## src/rtl/dspctl_pkg.sv

```systemverilog
// Shared types and helpers for the dispatch control block.
package dspctl_pkg;

  // Write-sequencer states: idle, or holding a dispatch-memory write request.
  typedef enum logic [0:0] {
    IDLE = 1'b0,
    WREQ = 1'b1
  } wr_state_e;

  // Bit of the dispatch function field that selects a write-dispatch.
  localparam int FUNCT_WR_BIT = 2;

  // Byte mask of 'len' ones. The mask saturates to mask_w ones once len reaches mask_w.
  function automatic logic [31:0] mask_of(input int unsigned len, input int unsigned mask_w);
    logic [31:0] m;
    if (len >= mask_w) begin
      m = (mask_w >= 32) ? 32'hFFFF_FFFF : ((32'h1 << mask_w) - 32'h1);
    end else begin
      m = (32'h1 << len) - 32'h1;
    end
    return m;
  endfunction

endpackage

```

## src/rtl/dspctl_wrseq.sv

```systemverilog
// Dispatch-memory write sequencer.
// It latches the address and data, then holds req/stall until the RAM acks.
module dspctl_wrseq
  import dspctl_pkg::*;
#(
  parameter int ADDR_W = 10,
  parameter int DATA_W = 32
) (
  input  logic              clk,
  input  logic              reset_n,
  input  logic              start,
  input  logic [ADDR_W-1:0] addr,
  input  logic [DATA_W-1:0] data,
  input  logic              ack,
  output logic              busy,
  output logic              wr_req,
  output logic [ADDR_W-1:0] wr_addr,
  output logic [DATA_W-1:0] wr_data,
  output logic              stall
);

  wr_state_e         state_q;
  logic              req_q;
  logic              stall_q;
  logic [ADDR_W-1:0] addr_q;
  logic [DATA_W-1:0] data_q;

  // Write FSM.
  // An ack seen in IDLE is ignored.
  // The address and data only change when a new write is accepted.
  always_ff @(posedge clk or negedge reset_n) begin
    if (!reset_n) begin
      state_q <= IDLE;
      req_q   <= 1'b0;
      stall_q <= 1'b0;
      addr_q  <= '0;
      data_q  <= '0;
    end else begin
      case (state_q)
        IDLE: begin
          if (start) begin
            state_q <= WREQ;
            req_q   <= 1'b1;
            stall_q <= 1'b1;
            addr_q  <= addr;
            data_q  <= data;
          end
        end
        WREQ: begin
          if (ack) begin
            state_q <= IDLE;
            req_q   <= 1'b0;
            stall_q <= 1'b0;
          end
        end
        default: begin
          state_q <= IDLE;
          req_q   <= 1'b0;
          stall_q <= 1'b0;
        end
      endcase
    end
  end

  assign busy    = (state_q == WREQ);
  assign wr_req  = req_q;
  assign stall   = stall_q;
  assign wr_addr = addr_q;
  assign wr_data = data_q;

endmodule

```

## src/rtl/dspctl_gen.sv

```systemverilog
// Dispatch control for the microsequencer. It has three jobs:
// - latch the dispatch constant and the length mask;
// - form the registered dispatch address;
// - hand write-dispatches to the write sequencer.
module dspctl_gen
  import dspctl_pkg::*;
#(
  parameter int DC_W   = 10,
  parameter int MASK_W = 7,
  parameter int LEN_W  = 3,
  parameter int SRC_W  = 32
) (
  input  logic              clk,
  input  logic              reset_n,
  input  logic              state_fetch,
  input  logic              irdisp,
  input  logic [3:0]        funct,
  input  logic [DC_W-1:0]   dc_field,
  input  logic [LEN_W-1:0]  len_field,
  input  logic [1:0]        map_sel,
  input  logic [SRC_W-1:0]  src,
  input  logic [SRC_W-1:0]  wr_data,
  input  logic              dmem_wr_ack,
  output logic [DC_W-1:0]   dc,
  output logic [MASK_W-1:0] dmask,
  output logic              dmapbenb,
  output logic [DC_W-1:0]   disp_addr,
  output logic              disp_valid,
  output logic              dmem_wr_req,
  output logic [DC_W-1:0]   dmem_wr_addr,
  output logic [SRC_W-1:0]  dmem_wr_data,
  output logic              stall,
  output logic              err_ovr
);

  logic [DC_W-1:0]   dc_q, dc_d;
  logic [MASK_W-1:0] dmask_q, dmask_d;
  logic [DC_W-1:0]   disp_addr_q, disp_addr_d;
  logic              disp_valid_q, disp_valid_d;
  logic              err_ovr_q, err_ovr_d;

  logic              ev;
  logic              busy;
  logic              ev_accept;
  logic              wr_start;
  logic [31:0]       mask_full;
  logic [MASK_W-1:0] mask;
  logic [DC_W-1:0]   addr;

  // The source bits above the mask and the unused funct bits are ignored by design.
  logic unused_bits;
  assign unused_bits = ^{src, funct, mask_full};

  assign ev        = state_fetch & irdisp;
  assign mask_full = mask_of(int'(unsigned'(len_field)), MASK_W);
  assign mask      = mask_full[MASK_W-1:0];
  // The upper dispatch-address bits come from dc_field alone.
  assign addr      = dc_field | DC_W'(src[MASK_W-1:0] & mask);

  // A dispatch that arrives while a write is pending is an overrun.
  // It is discarded instead of being queued.
  assign ev_accept = ev & ~busy;
  assign wr_start  = ev_accept & funct[FUNCT_WR_BIT];

  // Next-state for the dispatch latch and the sticky overrun flag.
  always_comb begin
    dc_d         = dc_q;
    dmask_d      = dmask_q;
    disp_addr_d  = disp_addr_q;
    disp_valid_d = 1'b0;
    err_ovr_d    = err_ovr_q | (ev & busy);
    if (ev_accept) begin
      dc_d         = dc_field;
      dmask_d      = mask;
      disp_addr_d  = addr;
      disp_valid_d = ~funct[FUNCT_WR_BIT];
    end
  end

  // Dispatch latch registers.
  always_ff @(posedge clk or negedge reset_n) begin
    if (!reset_n) begin
      dc_q         <= '0;
      dmask_q      <= '0;
      disp_addr_q  <= '0;
      disp_valid_q <= 1'b0;
      err_ovr_q    <= 1'b0;
    end else begin
      dc_q         <= dc_d;
      dmask_q      <= dmask_d;
      disp_addr_q  <= disp_addr_d;
      disp_valid_q <= disp_valid_d;
      err_ovr_q    <= err_ovr_d;
    end
  end

  dspctl_wrseq #(
    .ADDR_W (DC_W),
    .DATA_W (SRC_W)
  ) u_wrseq (
    .clk     (clk),
    .reset_n (reset_n),
    .start   (wr_start),
    .addr    (addr),
    .data    (wr_data),
    .ack     (dmem_wr_ack),
    .busy    (busy),
    .wr_req  (dmem_wr_req),
    .wr_addr (dmem_wr_addr),
    .wr_data (dmem_wr_data),
    .stall   (stall)
  );

  assign dmapbenb   = |map_sel;
  assign dc         = dc_q;
  assign dmask      = dmask_q;
  assign disp_addr  = disp_addr_q;
  assign disp_valid = disp_valid_q;
  assign err_ovr    = err_ovr_q;

endmodule

```

## config.mk

```make
export PLATFORM = sky130hd
export DESIGN_NAME = dspctl_gen
export DESIGN_NICKNAME = d
export VERILOG_FILES = /design/src/rtl/dspctl_pkg.sv /design/src/rtl/dspctl_wrseq.sv /design/src/rtl/dspctl_gen.sv
export SDC_FILE = /design/constraint.sdc
export NUM_CORES = 1
export LEC_CHECK = 0
export CAP_MARGIN = 20
export CORE_MARGIN = 2
export CORE_UTILIZATION = 25
export DETAILED_ROUTE_END_ITERATION = 12
export DONT_BUFFER_PORTS = 1
export PLACE_DENSITY = 0.39
export SETUP_SLACK_MARGIN = 0.02
export SLEW_MARGIN = 10
export SYNTH_ARGS = -nofsm -noshare
export SYNTH_HDL_FRONTEND = slang
export SYNTH_SLANG_ARGS = --single-unit
```

## constraint.sdc

```tcl
create_clock -name clk -period 2.1 [get_ports clk]
set_clock_uncertainty 0.15 [all_clocks]
set_input_delay 0.315 -clock clk [delete_from_list [all_inputs] [get_ports clk]]
set_output_delay 0.315 -clock clk [all_outputs]
set_load 0.03 [all_outputs]
```

==> results.py <==
metrics = {
    "cts": {
        "cts_root_buf": "clkbuf_8",
        "cts_sinks": 70,
        "cts_tree": "yes",
        "clockBufferDepth": 2,
        "cts_resized": 0,
        "cts_buffers": 9,
        "clk_latency_ps": 340,
        "clk_pin_slew_worst_paths_ps": 80,
        "cts.htree.levels": 3,
    },
    "routing": {
        "highest_layer": "met4",
        "met1_length_um": 2480,
        "vias_per_cell": 4.41,
        "dr.pass1.iters": 3,
        "via_count": 1682,
        "drc": 0,
        "initialDrtViolationCount": 41,
        "wirelength_um": 6300,
        "wl_per_cell_um": 16.5,
        "wl_met2_um": 3060,
        "wl_met3_um": 661,
        "ant_nets": 0,
    },
    "layout": {
        "layout_commonest_cell": "dfrtp_1",
        "fin_util_pct": 34.0,
        "multiInputGateArea_um2": 858,
        "fin_nets": 328,
        "layout_common_cells": "70 x dfrtp_1, 51 x dlygate4sd3_1, 48 x mux2_2",
        "antenna_cells": 0,
        "seq_area_um2": 1750,
        "nFillCells": 1029,
        "drive_above_1_share_pct": 29.0,
        "areaGrowthSynthToFinish_pct": 31.0,
        "instances_no_fill": 381,
    },
    "placed_design": {
        "place_inst": 313,
        "gp_congestion": 0.643,
        "hpwl_um": 3760,
        "io_buffer_count": 0,
    },
    "critical_path": {
        "cp.buffers_inverters": 1,
        "cpLargestDelayFamily": "flip-flops",
        "path_cells": "nand4b_4 -> buf_4 -> mux2_2",
        "critPathLaunchType": "flop",
        "slowest_delay_ps": 410,
        "crit_arrival_ps": 1710,
        "endpoint_kind": "flop",
        "crit_type": "flop to flop",
        "crit_slowest_cell": "dfrtp_1",
        "critPathMaxFanout": 35,
        "cp.required_ps": 2170,
    },
    "floorplan": {
        "fp.coreArea_um2": 10400,
        "start_util_pct": 25.9,
        "dieArea_um2": 11600,
        "row_count": 37,
        "io_pins": 162,
        "die_h_um": 108,
        "dieWidth_um": 108,
    },
    "timing": {
        "rsz0062_at_grt": "false",
        "tightest_slew_ps": 571,
        "fin_crit_sh_pct": 78.2,
        "finalCriticalPeriod_ps": 1640,
        "fin_tns_setup_ps": 0,
        "max_freq_ghz": 0.609,
        "slew_headroom_pct": 61.9,
        "final-hold-violation-count": 0,
        "finalMaxSlewViolations": 0,
        "setup_viol": 0,
    },
    "synthesis": {
        "syn_nets": 276,
        "synth_area_um2": 2700,
        "synth-seq-cells": 70,
        "synth_cell_types": 22,
        "synth_warnings": 0,
        "avgSynthCellArea_um2": 14.4,
        "ys_top_cells_by_area": "dfrtp_1 65%, mux2_2 20%, o21ai_0 3.2%",
        "yosys.area.top_type": "dfrtp_1",
        "yosysTopAreaCellShare_pct": 64.9,
        "ys_seq_area_share_pct": 64.9,
        "netlist_instances": 188,
    },
    "global_routing": {
        "track_usage_pct": 11.3,
        "grt_pass1_wl_um": 9760,
        "grt.overflow.total": 0,
        "grt_max_degree": 71,
        "antenna_found_initial": 0,
        "grt_pass1_vias": 1820,
    },
    "hold_path": {
        "hp-class": "input port to flop",
    },
    "power_and_ir_drop": {
        "power_leakage_nw": 1.53,
        "powerDensity_nw_per_um2": 1120,
        "ir_worst_vdd_uv": 445,
        "power_mw": 3.95,
    },
    "job": {
        "drv_cap": 0,
    },
    "status": {
        "status": "finished, final reports clean",
    },
}
cell usage after synthesis:
cell,instances
a21o_1,1
a21oi_1,5
a31o_2,1
a31oi_1,1
a41oi_1,1
buf_2,3
buf_4,5
buf_6,2
clkbuf_1,3
dfrtp_1,70
inv_1,1
mux2_1,2
mux2_2,48
nand2_1,20
nand3_1,1
nand3b_4,1
nand4b_4,1
nor2_1,1
o21a_1,1
o21ai_0,17
or2_2,2
or3_1,1
power breakdown:
part           total [mW]  leakage [nW]  switching, mW  internal [mW]
Clock                1.12         0.106          0.507          0.609
Sequential           2.42         0.833          0.798           1.62
Combinational       0.420         0.588          0.155          0.265
Total                3.95          1.53           1.46           2.49
state kept, by name, indices dropped and copies added, names as in the netlist:
name and flops:
u_wrseq.wr_data 32, u_wrseq.wr_req 1, err_ovr 1, disp_addr 7, dmask 7, u_wrseq.busy 1
disp_valid 1, dc 10, u_wrseq.wr_addr 10
layer usage:
metal,track usage [%],vias up
met5,0,-
met4,4.40,0
met3,5.81,10
met2,18.7,88
met1,12.2,829
li1,-,755
metrics by stage:
step	cell area [µm²]	hold slack, ps	setup WS, ps
after global placement	2800	-129	492
after detailed placement	2800	-129	463
after CTS	3500	-516	444
after floorplan	2700	-131	731
final	3540	23.5	459
after global routing	3540	1.87	378
layout make-up:
cell class,count,share of cell area (%)
clock buffer,12,4.39
inverter,1,0.106
timing repair buffer,54,15.6
sequential,70,49.5
tap,136,4.81
clock inverter,4,1.27
multi-input combinational,104,24.3
timing repair:
action                                  in CTS  in global routing
endpoints found under the setup margin       0                  0
setup buffers                                0                  0
endpoints found under the hold margin      124                 70
hold buffers                                50                  2
final timing paths:
kind / slack [ps] / end / cells after the start / start
max: 460 / u_wrseq.wr_data[27] / 3 / u_wrseq.busy
min: 20 / disp_addr[1] / 2 / dc_field[1]
max reg2reg: 460 / u_wrseq.wr_data[27] / 3 / u_wrseq.busy
min reg2reg: 450 / u_wrseq.busy / 2 / u_wrseq.busy
max in group asynchronous: 1110 / u_wrseq.wr_addr[5] / 2 / reset_n
min in group asynchronous: 360 / u_wrseq.wr_data[10] / 2 / reset_n
cell families after synthesis:
family / count (synthesis) / share of synthesized area (%)
AOI/OAI and AO/OA: 27 / 5.51
and+or+nand+nor: 27 / 5.42
DFF: 70 / 64.9
buffers and inverters: 14 / 3.34
muxes: 50 / 20.9
(Power assumes the default switching activity.)
